<file path="src/rtl/bsg_test_dram_rx_tracker_pkg.sv">
// Shared types for the DRAM read-response tracker: FSM states, queue entry layout, reset constants.
// The entry field widths match the tracker's default parameters; the top module defaults to these widths.
package bsg_test_dram_rx_tracker_pkg;

  localparam int ch_addr_width_gp = 32;
  localparam int ctr_width_gp     = 32;

  // Slice to the counter width to get the lat_min reset value (no latency seen yet).
  localparam logic [63:0] all_ones_gp = '1;

  typedef enum logic [1:0] {eIdle, eRun, eDrain, eDone} tracker_state_e;

  typedef struct packed {
    logic [ch_addr_width_gp-1:0] addr;
    logic [ctr_width_gp-1:0]     stamp;
  } rx_entry_s;

endpackage

</file>
<file path="src/rtl/bsg_test_dram_rx_tracker_queue.sv">
// Circular buffer of outstanding reads. Head read is combinational; a push or pop takes effect at the next edge.
// The caller holds off pushes when full_o is high. Pushes while full and pops while empty are ignored.
module bsg_test_dram_rx_tracker_queue #(
  parameter int width_p = 64,
  parameter int els_p   = 16
) (
  input  logic               clk_i,
  input  logic               reset_n_i,
  input  logic               push_i,
  input  logic [width_p-1:0] data_i,
  input  logic               pop_i,
  output logic [width_p-1:0] head_o,
  output logic               full_o,
  output logic               empty_o
);

  localparam int lg_els_lp = $clog2(els_p);

  logic [lg_els_lp:0]  wptr_q, rptr_q;
  logic [width_p-1:0]  mem_q [els_p];
  logic                push_ok, pop_ok;

  // The wrap bits tell full apart from empty when the index bits match.
  assign full_o  = (wptr_q[lg_els_lp] != rptr_q[lg_els_lp]) &&
                   (wptr_q[lg_els_lp-1:0] == rptr_q[lg_els_lp-1:0]);
  assign empty_o = (wptr_q == rptr_q);
  assign head_o  = mem_q[rptr_q[lg_els_lp-1:0]];
  assign push_ok = push_i & ~full_o;
  assign pop_ok  = pop_i & ~empty_o;

  always_ff @(posedge clk_i or negedge reset_n_i) begin
    if (!reset_n_i) begin
      wptr_q <= '0;
      rptr_q <= '0;
    end else begin
      if (push_ok) wptr_q <= wptr_q + (lg_els_lp+1)'(1);
      if (pop_ok)  rptr_q <= rptr_q + (lg_els_lp+1)'(1);
    end
  end

  always_ff @(posedge clk_i) begin
    if (push_ok) mem_q[wptr_q[lg_els_lp-1:0]] <= data_i;
  end

endmodule

</file>
<file path="src/rtl/bsg_test_dram_rx_tracker.sv">
// Pairs DRAM read beats with queued read requests in order; checks the data and collects latency and bandwidth statistics.
// Outputs are registered and update one cycle after each event. rd_ready_o drops while the queue is full.
module bsg_test_dram_rx_tracker
  import bsg_test_dram_rx_tracker_pkg::*;
#(
  parameter int ch_addr_width_p = ch_addr_width_gp,
  parameter int data_width_p    = 256,
  parameter int els_p           = 16,
  parameter int ctr_width_p     = ctr_width_gp,
  localparam int cnt_width_lp   = $clog2(els_p+1)
) (
  input  logic                       clk_i,
  input  logic                       reset_n_i,
  input  logic                       req_v_i,
  input  logic                       req_yumi_i,
  input  logic                       req_write_not_read_i,
  input  logic [ch_addr_width_p-1:0] req_ch_addr_i,
  output logic                       rd_ready_o,
  input  logic                       data_v_i,
  input  logic [data_width_p-1:0]    data_i,
  input  logic                       done_i,
  output logic [cnt_width_lp-1:0]    outstanding_o,
  output logic [ctr_width_p-1:0]     reads_o,
  output logic [ctr_width_p-1:0]     writes_o,
  output logic [2*ctr_width_p-1:0]   lat_sum_o,
  output logic [ctr_width_p-1:0]     lat_min_o,
  output logic [ctr_width_p-1:0]     lat_max_o,
  output logic [ctr_width_p-1:0]     run_cycles_o,
  output logic [ctr_width_p-1:0]     mismatch_o,
  output logic                       error_o,
  output logic                       report_v_o
);

  tracker_state_e               state_q;
  rx_entry_s                    push_entry, head_entry;
  logic                         q_full, q_empty;
  logic [ctr_width_p-1:0]       cycle_q, reads_q, writes_q, lat_min_q, lat_max_q, run_q, mismatch_q;
  logic [2*ctr_width_p-1:0]     lat_sum_q;
  logic [cnt_width_lp-1:0]      outstanding_q, outstanding_d;
  logic                         rd_ready_q, error_q, report_q;

  logic                         in_done, req_acc, rd_acc, wr_acc, push, pop;
  logic                         underflow, overflow, late, bad_data;
  logic [ctr_width_p-1:0]       lat;
  logic [data_width_p-1:0]      exp_data;

  always_comb begin
    in_done       = (state_q == eDone);
    req_acc       = req_v_i & req_yumi_i & ~in_done;
    rd_acc        = req_acc & ~req_write_not_read_i;
    wr_acc        = req_acc & req_write_not_read_i;
    // Full is judged on registered state, so a same-cycle pop never frees room.
    push          = rd_acc & ~q_full;
    overflow      = rd_acc & q_full;
    pop           = data_v_i & ~in_done & ~q_empty;
    underflow     = data_v_i & ~in_done & q_empty;
    late          = in_done & ((req_v_i & req_yumi_i) | data_v_i);
    lat           = cycle_q - head_entry.stamp;
    exp_data      = data_width_p'(head_entry.addr);
    bad_data      = pop & (data_i != exp_data);
    outstanding_d = outstanding_q + cnt_width_lp'(push) - cnt_width_lp'(pop);
    push_entry    = '{addr: req_ch_addr_i, stamp: cycle_q};
  end

  bsg_test_dram_rx_tracker_queue #(
    .width_p($bits(rx_entry_s)),
    .els_p  (els_p)
  ) queue (
    .clk_i    (clk_i),
    .reset_n_i(reset_n_i),
    .push_i   (push),
    .data_i   (push_entry),
    .pop_i    (pop),
    .head_o   (head_entry),
    .full_o   (q_full),
    .empty_o  (q_empty)
  );

  always_ff @(posedge clk_i or negedge reset_n_i) begin
    if (!reset_n_i) begin
      cycle_q       <= '0;
      outstanding_q <= '0;
      rd_ready_q    <= 1'b1;
      reads_q       <= '0;
      writes_q      <= '0;
      lat_sum_q     <= '0;
      lat_min_q     <= all_ones_gp[ctr_width_p-1:0];
      lat_max_q     <= '0;
      run_q         <= '0;
      mismatch_q    <= '0;
      error_q       <= 1'b0;
    end else begin
      cycle_q       <= cycle_q + ctr_width_p'(1);
      outstanding_q <= outstanding_d;
      rd_ready_q    <= (outstanding_d < cnt_width_lp'(els_p));
      if (rd_acc) reads_q  <= reads_q + ctr_width_p'(1);
      if (wr_acc) writes_q <= writes_q + ctr_width_p'(1);
      if (pop) begin
        lat_sum_q <= lat_sum_q + (2*ctr_width_p)'(lat);
        if (lat < lat_min_q) lat_min_q <= lat;
        if (lat > lat_max_q) lat_max_q <= lat;
      end
      if (bad_data) mismatch_q <= mismatch_q + ctr_width_p'(1);
      if (state_q == eRun || state_q == eDrain) run_q <= run_q + ctr_width_p'(1);
      error_q <= error_q | underflow | overflow | bad_data | late;
    end
  end

  always_ff @(posedge clk_i or negedge reset_n_i) begin
    if (!reset_n_i) begin
      state_q  <= eIdle;
      report_q <= 1'b0;
    end else begin
      case (state_q)
        eIdle:  if (req_acc) state_q <= eRun;
        eRun:   if (done_i) state_q <= eDrain;
        eDrain: if (outstanding_q == '0 && !push && !pop) begin
                  state_q  <= eDone;
                  report_q <= 1'b1;
                end
        eDone:  ;
        default: state_q <= eIdle;
      endcase
    end
  end

  assign rd_ready_o    = rd_ready_q;
  assign outstanding_o = outstanding_q;
  assign reads_o       = reads_q;
  assign writes_o      = writes_q;
  assign lat_sum_o     = lat_sum_q;
  assign lat_min_o     = lat_min_q;
  assign lat_max_o     = lat_max_q;
  assign run_cycles_o  = run_q;
  assign mismatch_o    = mismatch_q;
  assign error_o       = error_q;
  assign report_v_o    = report_q;

endmodule
</file>
<file path="config.mk">
export PLATFORM = sky130hd
export DESIGN_NAME = bsg_test_dram_rx_tracker
export DESIGN_NICKNAME = d
export VERILOG_FILES = /design/src/rtl/bsg_test_dram_rx_tracker_pkg.sv /design/src/rtl/bsg_test_dram_rx_tracker_queue.sv /design/src/rtl/bsg_test_dram_rx_tracker.sv
export SDC_FILE = /design/constraint.sdc
export NUM_CORES = 2
export LEC_CHECK = 0
export CORE_AREA = 2 2 411 413
export DETAILED_ROUTE_END_ITERATION = 10
export DIE_AREA = 0 0 413 415
export MAX_ROUTING_LAYER = met4
export PLACE_DENSITY_LB_ADDON = 0.2
export SLEW_MARGIN = 25
export SYNTH_ARGS = -nofsm -noshare
export SYNTH_HDL_FRONTEND = slang
export SYNTH_SLANG_ARGS = --single-unit
</file>
<file path="constraint.sdc">
create_clock -name clk_i -period 8.85 [get_ports clk_i]
set_input_delay 1.77 -clock clk_i [delete_from_list [all_inputs] [get_ports clk_i]]
set_output_delay 1.77 -clock clk_i [all_outputs]
set_load 0.05 [all_outputs]
</file>
==> flow_summary.yaml <==
cells_and_area:
  finish.instance_area_um2: 71600
  n_fill_cell: 14900
  mostFrequentLayoutCells: "edfxtp_1 (1,024), clkdlybuf4s50_1 (557), dfrtp_1 (271)"
  area.growth.synth_to_final_pct: 23.2
  mostFrequentLayoutCell: "edfxtp_1"
  layout-drive-gt1-share: 0.166
  largest_register_ff_count: 1024
  finish.net_count: 4702
worst_setup_path:
  end_kind: "flop"
  reg2reg_depth: 24
  critPathLaunchType: "flop"
  critPathRequiredTime_ns: 9.50
  critPathArrivalTime_ns: 8.78
  regToRegSetupSlack_ns: 0.72
  r2r-end: "lat_max_o[7]"
  startpoint_of_the_most_critical_setup_path: "queue.rptr_q[0]"
  worstReg2RegStart: "queue.rptr_q[0]"
  path_class: "reg2reg"
  worstPathMaxFanout: 24
timing:
  maxSlewViolCount: 0
  worstMarginPinSlew_ns: 1.10
  setup_total_neg_slack_ns: 0
  max_slew_margin: 0.260
  fin_crit_sh: 0.919
  grt_setup_unrepaired: "false"
  final_hold_viol_count: 0
  finalSetupViolCount: 0
  finalCriticalPeriod_ns: 8.13
  skew_ns: 0.0631
  max_freq_ghz: 0.123
cts:
  clk_root_buffer_cell: "clkbuf_16"
  tritoncts.num_buffers: 148
  clk_pin_slew_worst_paths_ns: 0.06
  cts-htree-levels: 4
  cts.path.max_buffers: 3
  post_cts.repair.setup_buffers: 0
  worstSkewPairLatency_ns: 0.84
  clock_sinks: 1332
  cts_tree: "built"
outcome:
  run_status: "completed"
yosys:
  post_syn_nets: 4035
  netlist_area_um2: 58100
  total_number_of_yosys_warnings: 0
  postSynthCellCount: 3589
  synth_flop_cell: "edfxtp_1"
  post_synthesis_async_set_or_reset_flop_share: 0.231
  synth_edf_count: 1024
  ys_seq_elements: 1332
  synth_cell_type_count: 88
  synth_area_per_cell_um2: 16.2
  ys_seq_area_frac: 0.663
global_routing:
  globalRouteMet2Util: 0.312
  grt_max_degree: 101
  grt-busiest-layer: "met2"
  grtUsageMet3: 0.0349
  grt_use_met1: 0.284
  grt.overflow.total: 0
  globalRouteTotalUtil: 0.203
  grt_first_pass_wirelength_um: 248000
  antenna_violations_before_repair: 10
  grt_pass1_vias: 34700
power:
  p_switching_mw: 8.37
  netSwitchingFraction: 0.370
  power.ir.vdd_worst_mv: 0.202
  comb_power_share: 0.383
  cellInternalPower_mw: 14.2
  power.share.sequential: 0.344
  power.density_cell_area_nw_per_um2: 316
  clock_power_share: 0.272
  total_leakage_power_nw: 25.3
floorplan:
  area_inside_the_core_boundary_um2: 167000
  io_pins: 559
  initial_core_util: 0.349
  rows: 150
  die_w_um: 413
  die_y_um: 415
  fp.dieArea_um2: 171000
placement:
  placement.cell_area_um2: 66600
  detailed_place_hpwl_um: 110000
  port_buffers: 558
  place_congestion: 0.933
routing:
  finalWirelength_um: 170000
  number_of_drc_violations_after_detailed_routing: 0
  vias_per_cell: 5.24
  wl_per_cell_um: 25.8
  drt-pass1-iter-count: 7
  initialDrtViolationCount: 3393
  via_count: 34500
  drt.antenna.violating_nets: 0
hold_path:
  hold-path-endpoint: "lat_sum_o[63]"
  worst_hold_path.num_cells: 1
  hold_path_class: "reg2reg"
  min_from: "lat_sum_o[63]"
flow_run:
  maxCapViolCount: 0
[kinds of logic after synthesis]
family | after synthesis | share of synthesized area
buf+inv | 276 | 0.0237
simple gates | 730 | 0.0655
flops | 1332 | 0.663
xor+xnor | 275 | 0.0415
mux | 427 | 0.129
compound gates | 398 | 0.0451
fa+ha+maj | 151 | 0.0329
[repair_timing]
action / CTS / global route
hold buffers: 0 / 0
gates resized for setup: 0 / 1
setup endpoints to repair: 0 / 4
[how the worst max path moves through the flow]
stage / to / slack [ns] / depth (start not counted)
2_1_floorplan: queue.mem_q[3][0] / 1.11 / 6
3_3_place_gp: lat_sum_o[49] / 0.49 / 24
3_5_place_dp: lat_sum_o[59] / 0.41 / 24
4_1_cts: lat_sum_o[59] / 0.35 / 24
5_1_grt: lat_max_o[6] / 0.11 / 24
6_report: lat_max_o[7] / 0.72 / 24
[cell type report]
class | count | area (um2) | share of cell area
flip-flops and latches | 1332 | 38500 | 0.538
multi-input cells | 1981 | 18400 | 0.257
repair buffers | 639 | 6350 | 0.0887
clock buffers | 197 | 4000 | 0.0558
well taps | 2204 | 2760 | 0.0385
clock inverters | 75 | 1000 | 0.0140
inverters | 154 | 581 | 0.00811
diodes | 6 | 15.0 | 0.000210
[routing by layer]
layer  routed length [um]  vias up
met1                77200    18000
li1                     -    15400
met3                10200      171
met4                 2720        0
met5                    0        -
met2                80100     1021
[synth_stat cells (all sizes together), types with 5 or more instances]
library cell | count | area [um2]
nand4 | 70 | 438
and3 | 52 | 325
nor3 | 49 | 260
dfstp | 33 | 867
edfxtp | 1024 | 30700
xor2 | 92 | 806
a21oi | 83 | 415
nand3 | 89 | 445
nor2 | 116 | 443
mux2i | 81 | 815
a31oi | 15 | 93.8
o21bai | 7 | 52.6
nand2 | 188 | 708
o22ai | 28 | 175
or4 | 5 | 37.5
nor4b | 5 | 68.8
a21o | 46 | 345
nor2b | 16 | 100
and2 | 13 | 81.3
o21ai | 90 | 450
o221ai | 7 | 61.3
o31ai | 8 | 60.1
nor4 | 71 | 488
a2111oi | 6 | 58.8
a211oi | 14 | 105
a221oi | 14 | 123
mux4 | 244 | 5510
o211ai | 10 | 75.1
clkbuf | 46 | 173
dfrtp | 275 | 6880
inv | 154 | 578
ha | 148 | 1850
nand2b | 23 | 151
xnor2 | 183 | 1600
buf | 76 | 627
a22oi | 12 | 90.1
mux2 | 102 | 1150
o21a | 7 | 52.6
o2111ai | 7 | 61.3
and4 | 11 | 96.3
or3 | 9 | 56.3
[worst max-delay path, stage by stage, from the launching register on]
cell and delay, ns:
dfrtp_4 0.72, buf_12 0.30, mux4_2 0.54, mux4_2 0.48, ha_1 0.24, fa_1 0.42, nor2b_1 0.14, o21a_1 0.13
o21ai_0 0.17, a211oi_1 0.36, o21ai_0 0.26, a211oi_1 0.53, nor2_1 0.21, o41ai_1 0.46, xor2_1 0.58, ha_1 0.21
nand2_1 0.06, nor2_1 0.14, nand4_1 0.13, or3_1 0.44, a21oi_1 0.14, o22ai_1 0.13, a21oi_4 0.40, buf_4 0.40
mux2_2 0.38
[through the flow]
stage | power (mW) | setup slack (ns) | instances | hold WS, ns | utilization
3_3_place_gp | 16.6 | 0.486 | 6308 | 0.442 | 0.399
3_5_place_dp | 16.6 | 0.411 | 6309 | 0.466 | 0.399
2_1_floorplan | 13.6 | 1.11 | 3589 | 0.460 | -
4_1_cts | 22.9 | 0.347 | 6581 | 0.477 | 0.429
5_1_grt | 23.8 | 0.106 | 6586 | 0.486 | 0.430
6_report | 22.6 | 0.716 | 6588 | 0.473 | 0.430
[power by group through the flow]
stage	clock, mW	sequential (mW)	combinational, mW
2_1_floorplan	0	8.60	5.05
3_3_place_gp	0	7.96	8.63
3_5_place_dp	0	7.96	8.68
4_1_cts	6.33	7.84	8.71
5_1_grt	6.58	7.85	9.39
6_report	6.16	7.79	8.67
(Power assumes the default switching activity.)
